==> src/rtl/ps2_host_tx.sv <==
// PS/2 host-to-device command transmitter: clock inhibit, request-to-send,
// 11-bit frame driven on device clock falls, ACK sample and inactivity timeout.

module ps2_line_filter #(
  parameter int FILTER_LEN = 4
) (
  input  logic clk,
  input  logic reset,
  input  logic raw,
  output logic level
);
  localparam int CW = $clog2(FILTER_LEN + 1);

  logic [1:0]    sync;
  logic [CW-1:0] cnt;

  // level only moves after FILTER_LEN consecutive samples disagree with it
  always_ff @(posedge clk) begin
    if (reset) begin
      sync  <= 2'b11;
      cnt   <= '0;
      level <= 1'b1;
    end else begin
      sync <= {sync[0], raw};
      if (sync[1] == level) begin
        cnt <= '0;
      end else if (cnt == CW'(FILTER_LEN - 1)) begin
        level <= sync[1];
        cnt   <= '0;
      end else begin
        cnt <= cnt + 1'b1;
      end
    end
  end
endmodule

module ps2_host_tx #(
  parameter int INHIBIT_CYCLES = 5000,
  parameter int TIMEOUT_CYCLES = 750000,
  parameter int FILTER_LEN     = 4
) (
  input  logic       clk,
  input  logic       reset,
  input  logic       tx_valid,
  input  logic [7:0] tx_data,
  output logic       tx_ready,
  input  logic       kclk_in,
  input  logic       kdata_in,
  output logic       kclk_oe,
  output logic       kdata_oe,
  output logic       busy,
  output logic       done,
  output logic       error
);
  localparam int IW = $clog2(INHIBIT_CYCLES + 1);
  localparam int TW = $clog2(TIMEOUT_CYCLES + 1);
  localparam logic [IW-1:0] INH_LAST = IW'(INHIBIT_CYCLES - 1);
  localparam logic [IW-1:0] INH_PEN  = IW'(INHIBIT_CYCLES - 2);
  // counter restarts the cycle after a fall, so firing at T-2 puts the
  // registered error pulse exactly TIMEOUT_CYCLES cycles after that fall
  localparam logic [TW-1:0] TO_FIRE  = TW'(TIMEOUT_CYCLES - 2);

  typedef enum logic [2:0] {IDLE, INHIBIT, REQ, SHIFT, ACK, WAIT_IDLE} state_t;

  state_t        state;
  logic [1:0]    raw, filt;
  logic          kclk_f, kdata_f, kclk_d, fall;
  logic [9:0]    frame;
  logic [3:0]    bit_cnt;
  logic [IW-1:0] inh_cnt;
  logic [TW-1:0] to_cnt;
  logic          ack_ok;

  assign raw = {kdata_in, kclk_in};

  for (genvar i = 0; i < 2; i++) begin : g_line
    ps2_line_filter #(.FILTER_LEN(FILTER_LEN)) u_filt (
      .clk(clk), .reset(reset), .raw(raw[i]), .level(filt[i])
    );
  end

  assign kclk_f  = filt[0];
  assign kdata_f = filt[1];
  assign fall    = kclk_d & ~kclk_f;

  always_ff @(posedge clk) begin
    if (reset) begin
      state    <= IDLE;
      kclk_oe  <= 1'b0;
      kdata_oe <= 1'b0;
      tx_ready <= 1'b1;
      busy     <= 1'b0;
      done     <= 1'b0;
      error    <= 1'b0;
      frame    <= '0;
      bit_cnt  <= '0;
      inh_cnt  <= '0;
      to_cnt   <= '0;
      ack_ok   <= 1'b0;
      kclk_d   <= 1'b1;
    end else begin
      kclk_d <= kclk_f;
      done   <= 1'b0;
      error  <= 1'b0;
      case (state)
        IDLE: begin
          if (tx_valid && tx_ready) begin
            frame    <= {1'b1, ~^tx_data, tx_data};  // stop, odd parity, data
            inh_cnt  <= '0;
            kclk_oe  <= 1'b1;
            tx_ready <= 1'b0;
            busy     <= 1'b1;
            state    <= INHIBIT;
          end
        end
        INHIBIT: begin
          inh_cnt <= inh_cnt + 1'b1;
          if (inh_cnt == INH_PEN) kdata_oe <= 1'b1;
          if (inh_cnt == INH_LAST) begin
            kclk_oe <= 1'b0;
            to_cnt  <= '0;
            state   <= REQ;
          end
        end
        default: begin
          if (state == WAIT_IDLE && kclk_f && kdata_f) begin
            done     <= ack_ok;
            error    <= ~ack_ok;
            tx_ready <= 1'b1;
            busy     <= 1'b0;
            state    <= IDLE;
          end else if (fall) begin
            to_cnt <= '0;
            case (state)
              REQ: begin
                kdata_oe <= ~frame[0];
                bit_cnt  <= 4'd1;
                state    <= SHIFT;
              end
              SHIFT: begin
                kdata_oe <= ~frame[bit_cnt];
                bit_cnt  <= bit_cnt + 1'b1;
                if (bit_cnt == 4'd9) state <= ACK;
              end
              ACK: begin
                ack_ok <= ~kdata_f;
                state  <= WAIT_IDLE;
              end
              default: ;
            endcase
          end else if (to_cnt == TO_FIRE) begin
            kclk_oe  <= 1'b0;
            kdata_oe <= 1'b0;
            error    <= 1'b1;
            tx_ready <= 1'b1;
            busy     <= 1'b0;
            state    <= IDLE;
          end else begin
            to_cnt <= to_cnt + 1'b1;
          end
        end
      endcase
    end
  end
endmodule

==> config.mk <==
export PLATFORM = sky130hd
export DESIGN_NAME = ps2_host_tx
export DESIGN_NICKNAME = d
export VERILOG_FILES = /design/src/rtl/ps2_host_tx.sv
export SDC_FILE = /design/constraint.sdc
export NUM_CORES = 1
export LEC_CHECK = 0
export BUFFER_PORTS_ARGS = -buffer_cell sky130_fd_sc_hd__buf_2
export CORE_MARGIN = 2
export CORE_UTILIZATION = 65
export DETAILED_ROUTE_END_ITERATION = 12
export PLACE_DENSITY_LB_ADDON = 0.25
export SYNTH_ARGS = -nofsm -noshare
export SYNTH_HDL_FRONTEND = slang
export SYNTH_SLANG_ARGS = --single-unit
==> constraint.sdc <==
create_clock -name clk -period 3 [get_ports clk]
set_input_delay 0.3 -clock clk [delete_from_list [all_inputs] [get_ports clk]]
set_output_delay 0.3 -clock clk [all_outputs]
set_load 0.03 [all_outputs]
==> results of run 1 <==
==> sequential cells by signal (all words and copies together), names as in the netlist, 2 cells and up <==
register / flops
bit_cnt: 4
frame: 10
g_line.u_filt.cnt: 6
g_line.u_filt.level: 2
g_line.u_filt.sync: 4
inh_cnt: 13
state: 3
to_cnt: 20
==> layer usage <==
metal  vias up  track usage  routed length [um]
li1       1547            -                   -
met1      1443        0.335                3520
met2        76        0.440                3700
met3        17       0.0667                 336
met4         0       0.0930                 132
met5         -            0                   0
==> per-stage QoR <==
step / power, mW / hold slack (ns) / setup WS (ns)
6_report: 2.50 / 0.136 / 0.493
5_1_grt: 2.62 / 0.133 / 0.386
4_1_cts: 2.51 / 0.127 / 0.519
3_5_place_dp: 1.75 / 0.402 / 0.527
3_3_place_gp: 1.73 / 0.398 / 0.591
2_1_floorplan: 1.59 / 0.389 / 0.982
==> cells by family after synthesis <==
family          synth area share
simple gates               0.283
compound gates             0.177
flops                      0.389
buf+inv                   0.0386
xor+xnor                  0.0414
mux                       0.0358
fa+ha+maj                 0.0348
==> cell usage after synthesis (all sizes together), types with 3 or more instances <==
cell     count
inv         11
or2          8
mux2i        5
a211oi       6
nand3b       5
a21oi       37
or4          7
mux2         3
a31oi        6
and2         6
nor3        11
xnor2       16
nor2        35
ha          10
or3          7
nor2b        3
nand4        7
buf          4
a2111oi      5
nor4b        4
and3        12
and4         7
nand3       17
dfxtp       70
nand2       45
o21ai       15
o31ai        3
clkbuf      19
==> cell usage in the layout, fill, tap and decap left out, types with 3 or more instances in the layout <==
cell type / count
dfxtp_1: 70
nand2_1: 44
a21oi_1: 36
nor2_1: 35
buf_2: 18
nand3_1: 17
xnor2_1: 16
o21ai_0: 14
and3_1: 12
inv_1: 11
clkbuf_8: 11
nor3_1: 10
ha_1: 10
or3_1: 7
and4_1: 7
a31oi_1: 6
and2_1: 6
nand4_1: 6
or4_1: 6
mux2i_1: 5
or2_2: 5
nand3b_1: 5
a211oi_1: 5
a2111oi_0: 4
nor2b_1: 3
nor4b_1: 3
mux2_2: 3
o31ai_1: 3
clkinv_2: 3
buf_4: 3
==> where the power goes <==
part           internal, mW  switching [mW]  total (mW)
registers             0.996          0.0722        1.07
clock network         0.425           0.337       0.762
logic                 0.230           0.444       0.674
==> worst max-delay path: cells and delay by family, from the launching register on <==
kind / cells / cell delay, ns
simple gates: 3 / 1.43
flops: 1 / 0.61
compound gates: 2 / 0.36
==> how the worst max path moves through the flow <==
stage                            endpoint              startpoint  cells past startpoint  slack, ns
floorplan           state[2]$_SDFFE_PP0P_  to_cnt[0]$_SDFFE_PP0P_                      7       0.98
global placement    state[2]$_SDFFE_PP0P_   state[0]$_SDFFE_PP0P_                      5       0.59
finish              state[2]$_SDFFE_PP0P_   state[0]$_SDFFE_PP0P_                      5       0.49
detailed placement  state[2]$_SDFFE_PP0P_   state[0]$_SDFFE_PP0P_                      5       0.53
global route        state[1]$_SDFFE_PP0P_   state[0]$_SDFFE_PP0P_                      5       0.39
CTS                 state[2]$_SDFFE_PP0P_   state[0]$_SDFFE_PP0P_                      5       0.52
==> layout make-up <==
cell class / count / area (sq um)
multi-input combinational: 317 / 2060
fill: 439 / 1530
sequential: 70 / 1400
clock buffer: 12 / 155
timing repair buffer: 21 / 113
tap: 72 / 90.1
clock inverter: 4 / 45.0
inverter: 12 / 45.0
==> results.txt, run 1 <==
PortBufs = 18
Post-Route WL = 7690 um
Num CTS Buffers = 9
startpoint types = flip-flop
Slew Viols, Final = 0
GR Util All Layers = 0.265
worst r2r dst = state[2]$_SDFFE_PP0P_
r2r setup slk = 0.49 ns
register area share after synthesis = 0.389
endpoints failing setup = 0
Synth Net Count = 445
non-filler instance count after layout = 508
Seq cells post-synth = 70
largest net degree at the start of global routing = 48
die area = 6150 sq um
drt wl/cell = 15.1 um
antenna violations before repair = 0
Data arrival, critical path = 2.75 ns
HP Class = input pin to flip-flop
EDFF count, synth = 0
VDD IR max = 0.324 mV
Clk pin slew, worst setup/hold paths = 0.07 ns
worst path required time = 3.24 ns
post-synth top area share = 0.389
top cells by area, synth = dfxtp_1, a21oi_1, nand2_1
Overflow after GRT = 0
Die Width = 78.4 um
Max Cap Viol = 0
Max Fanout on Critical Path = 17
placed cells = 492
Clock Sinks = 70
Detail Route Antenna Nets = 0
kind of critical path = flip-flop to flip-flop
post-cts sizing count = 0
mapped cell area = 3600 sq um
sum of negative setup slack = 0 ns
# diodes = 0
Layout area overhead = 8.59%
hold-fix buffers at CTS = 0
H-tree depth = 3
Synth cell types = 69
CTS max path bufs = 2
FFs w/ async S/R, synth = 0
routability cong. = 0.820
placed inst area = 3710 sq um
core box area = 5440 sq um
total power divided by cell area = 641 nW/um^2
hold path start = kdata_in
hold endpoint = g_line[1].u_filt.sync[0]$_SDFF_PP1_
Least-Margin Pin Slew = 0.851 ns
crit path time final = 2.51 ns
layout net count = 454
Hold Crit Depth = 2
final setup skew = 0.0112 ns
crit path cell chain = or3b_1 > nand2_2 > a211oi_2 > or4_4 > a32o_1
R2R depth = 5
insertion delay to the later sink of the worst-skew pair = 0.35 ns
CP endpoint kind = flip-flop
wire length of the first global-routing pass = 12,900 um
status = completed
largest area contributor in the netlist = dfxtp_1
Post-Syn Area per Cell = 8.53 sq um
DRC viols = 0
initial drt markers = 210
row cnt = 27
Critical R2R Launch = state[0]$_SDFFE_PP0P_
Yosys warning count = 0
Worst path slowest cell = or3b_1
Root Buffer = clkbuf_8
Initial DRT Pass Iterations = 5
Synth Instances = 422
drt via density = 6.07
final hold violation count = 0
share of layout cells above drive strength 1 = 0.135
CTS tree = built
Setup Buffers After CTS = 0
I/O pin count = 19
vias in the first global route = 2,876
period utilization = 0.836
leak pwr = 1.38 nW
ys flop type = dfxtp_1
Layout Utilization = 0.719
Post-Layout Inst Area = 3910 sq um
routed via count = 3,083
FMAX = 399 MHz
DPL Wire Length = 5260 um
RSZ-0062 raised after global routing = false
Die Y = 78.4 um
crit-path max cell delay = 0.64 ns
Starting Density = 0.662
slew margin rel. = 0.432
No activity file was read; power rests on OpenSTA's default activity.
==> inputs of run 2 (changes only) <==
--- a/config.mk
+++ b/config.mk
@@ -7,7 +7,7 @@
 export LEC_CHECK = 0
 export BUFFER_PORTS_ARGS = -buffer_cell sky130_fd_sc_hd__buf_2
 export CORE_MARGIN = 2
-export CORE_UTILIZATION = 65
+export CORE_UTILIZATION = 61
 export DETAILED_ROUTE_END_ITERATION = 12
 export PLACE_DENSITY_LB_ADDON = 0.25
 export SYNTH_ARGS = -nofsm -noshare
==> constraint.sdc (replaced) <==
create_clock -name clk -period 2.5 [get_ports clk]
set_input_delay 0.25 -clock clk [delete_from_list [all_inputs] [get_ports clk]]
set_output_delay 0.25 -clock clk [all_outputs]
set_load 0.03 [all_outputs]
==> run 2 against run 1 <==
Compared with the run above:
- register-to-register slack worse by 0.28 ns
- via count up 3.8%
- sequential power up 17%
- sequential share of layout area down 0.66 points
- critical endpoint is now state[1]$_SDFFE_PP0P_
- power up 23%
- non-clock buffer count up 9
- final cell count up 1.8%
- critical path depth unchanged
- fmax up 9.7%
- clock power up 24%
- combinational power up 34%
==> results.txt, run 2 (same netlist as run 1, synthesis figures left out) <==
Initial DRT Pass Iterations = 5 (unchanged)
Overflow after GRT = 0 (unchanged)
routability cong. = 0.862 (+5.1%)
Clk pin slew, worst setup/hold paths = 0.09 ns (+0.02 ns)
slew margin rel. = 0.589 (+0.157)
registers with the most flip-flops = to_cnt (20), inh_cnt (13), frame (10)
endpoints failing setup = 0 (unchanged)
VDD IR max = 0.608 mV (+87%)
largest net degree at the start of global routing = 33 (-31%)
drt wl/cell = 15.2 um (+0.65%)
Max Fanout on Critical Path = 13 (-4)
Fin Hold WS = 0.0798 ns (-0.0562 ns)
crit path cell chain = or3b_1 > nand2_2 > a211oi_2 > or4_4 > o32ai_1
largest register by flop count = to_cnt
die area = 6530 sq um (+6.2%)
commonest non-fill, non-tap cells in the layout = dfxtp_1, nand2_1, a21oi_1
kind of critical path = flip-flop to flip-flop
Num CTS Buffers = 9 (unchanged)
RSZ-0062 raised after global routing = false
Setup Buffers After CTS = 0 (unchanged)
Detail Route Antenna Nets = 0 (unchanged)
vias in the first global route = 3,051 (+6.1%)
routed via count = 3,201 (+3.8%)
post-cts sizing count = 0 (unchanged)
DPL Wire Length = 5570 um (+5.7%)
wire length of the first global-routing pass = 13,700 um (+6.8%)
Root Buffer = clkbuf_8
antenna violations before repair = 0 (unchanged)
CTS tree = built
Post-Route WL = 7880 um (+2.4%)
Least-Margin Pin Slew = 0.617 ns (-0.235 ns)
Fill cells = 464 (+5.7%)
final setup skew = 0.0132 ns (+0.00204 ns)
leak pwr = 1.43 nW (+3.1%)
GR Util All Layers = 0.270 (+0.00526)
initial drt markers = 252 (+20%)
Slew Viols, Final = 0 (unchanged)
# diodes = 0 (unchanged)
crit path time final = 2.29 ns (-0.222 ns)
sum of negative setup slack = 0 ns (unchanged)
share of layout cells above drive strength 1 = 0.155 (+0.0197)
total power divided by cell area = 776 nW/um^2 (+21%)
Die Width = 80.8 um (+3.1%)
Die Y = 80.8 um (+3.1%)
H-tree depth = 3 (unchanged)
Layout area overhead = 10.6%
row cnt = 27 (unchanged)
CTS max path bufs = 2 (unchanged)
insertion delay to the later sink of the worst-skew pair = 0.36 ns (about the same)
Starting Density = 0.642 (-0.0199)
Clock Sinks = 70 (unchanged)
core box area = 5610 sq um (+3.1%)
I/O pin count = 19 (unchanged)
crit-path max cell delay = 0.60 ns (-0.04 ns)
status = completed
drt via density = 6.19 (+2.0%)
HP Class = input pin to flip-flop
Data arrival, critical path = 2.54 ns (-0.21 ns)
final hold violation count = 0 (unchanged)
period utilization = 0.914 (+0.0783)
FMAX = 438 MHz (+9.7%)
commonest non-fill, non-tap cell in the layout = dfxtp_1
worst path required time = 2.76 ns (-0.48 ns)
hold-fix buffers at CTS = 0 (unchanged)
startpoint types = flip-flop
PortBufs = 18 (unchanged)
DRC viols = 0 (unchanged)
Largest register FFs = 20 (unchanged)
CP endpoint kind = flip-flop
Worst path slowest cell = or3b_1
layout net count = 463 (+2.0%)
Max Cap Viol = 0 (unchanged)
-- run 2: cell types whose count changed in the layout (fill, tap and decap cells not counted), sizes merged --
cell	delta
clkbuf	-2
buf	+9
clkinvlp	+1
inv	+1
-- run 2: path summary, 6_finish.rpt --
path / startpoint / end / slack (ns) / cells after the start
worst min register to register: g_line[1].u_filt.sync[0]$_SDFF_PP1_ / g_line[1].u_filt.sync[1]$_SDFF_PP1_ / 0.41 / 1
worst min-delay path: kclk_in / g_line[0].u_filt.sync[0]$_SDFF_PP1_ / 0.08 / 2
worst max-delay path: state[2]$_SDFFE_PP0P_ / state[1]$_SDFFE_PP0P_ / 0.21 / 5
worst max register to register: state[2]$_SDFFE_PP0P_ / state[1]$_SDFFE_PP0P_ / 0.21 / 5
-- run 2: final cells by class --
type	instances	area [sq um]	share of cell area
tap	72	90.1	0.0226
inverter	12	45.0	0.0113
multi-input combinational	317	2060	0.517
sequential	70	1400	0.352
clock buffer	10	138	0.0346
clock inverter	6	68.8	0.0173
timing repair buffer	30	180	0.0452
-- run 2: where the power goes --
group	switching [mW]	total, mW	internal (mW)	leakage, nW
registers	0.0538	1.25	1.19	0.568
logic	0.583	0.901	0.318	0.756
clock network	0.450	0.943	0.493	0.103
-- run 2: worst max-delay path, delay by kind of cell, from the launching register on --
family	cells	cell delay, ns
DFF	1	0.44
and+or+nand+nor	3	1.36
AOI/OAI and AO/OA	2	0.39
-- run 2: metrics by stage --
stage          power (mW)  instances  setup slack (ns)   util  cell area [sq um]
6_report             3.09        517             0.215  0.710               3980
5_1_grt              3.26        517            0.0736  0.710               3980
4_1_cts              3.10        517             0.252  0.710               3980
3_5_place_dp         2.15        501             0.264  0.673               3780
3_3_place_gp         2.13        501             0.332  0.673               3780
2_1_floorplan        1.90        422             0.482      -               3600
-- run 2: routing by layer --
metal,track usage,vias to the layer above,part of all wire
li1,-,1575,-
met1,0.334,1506,0.45
met2,0.443,97,0.48
met3,0.0600,23,0.051
met4,0.134,0,0.027
met5,0,-,0
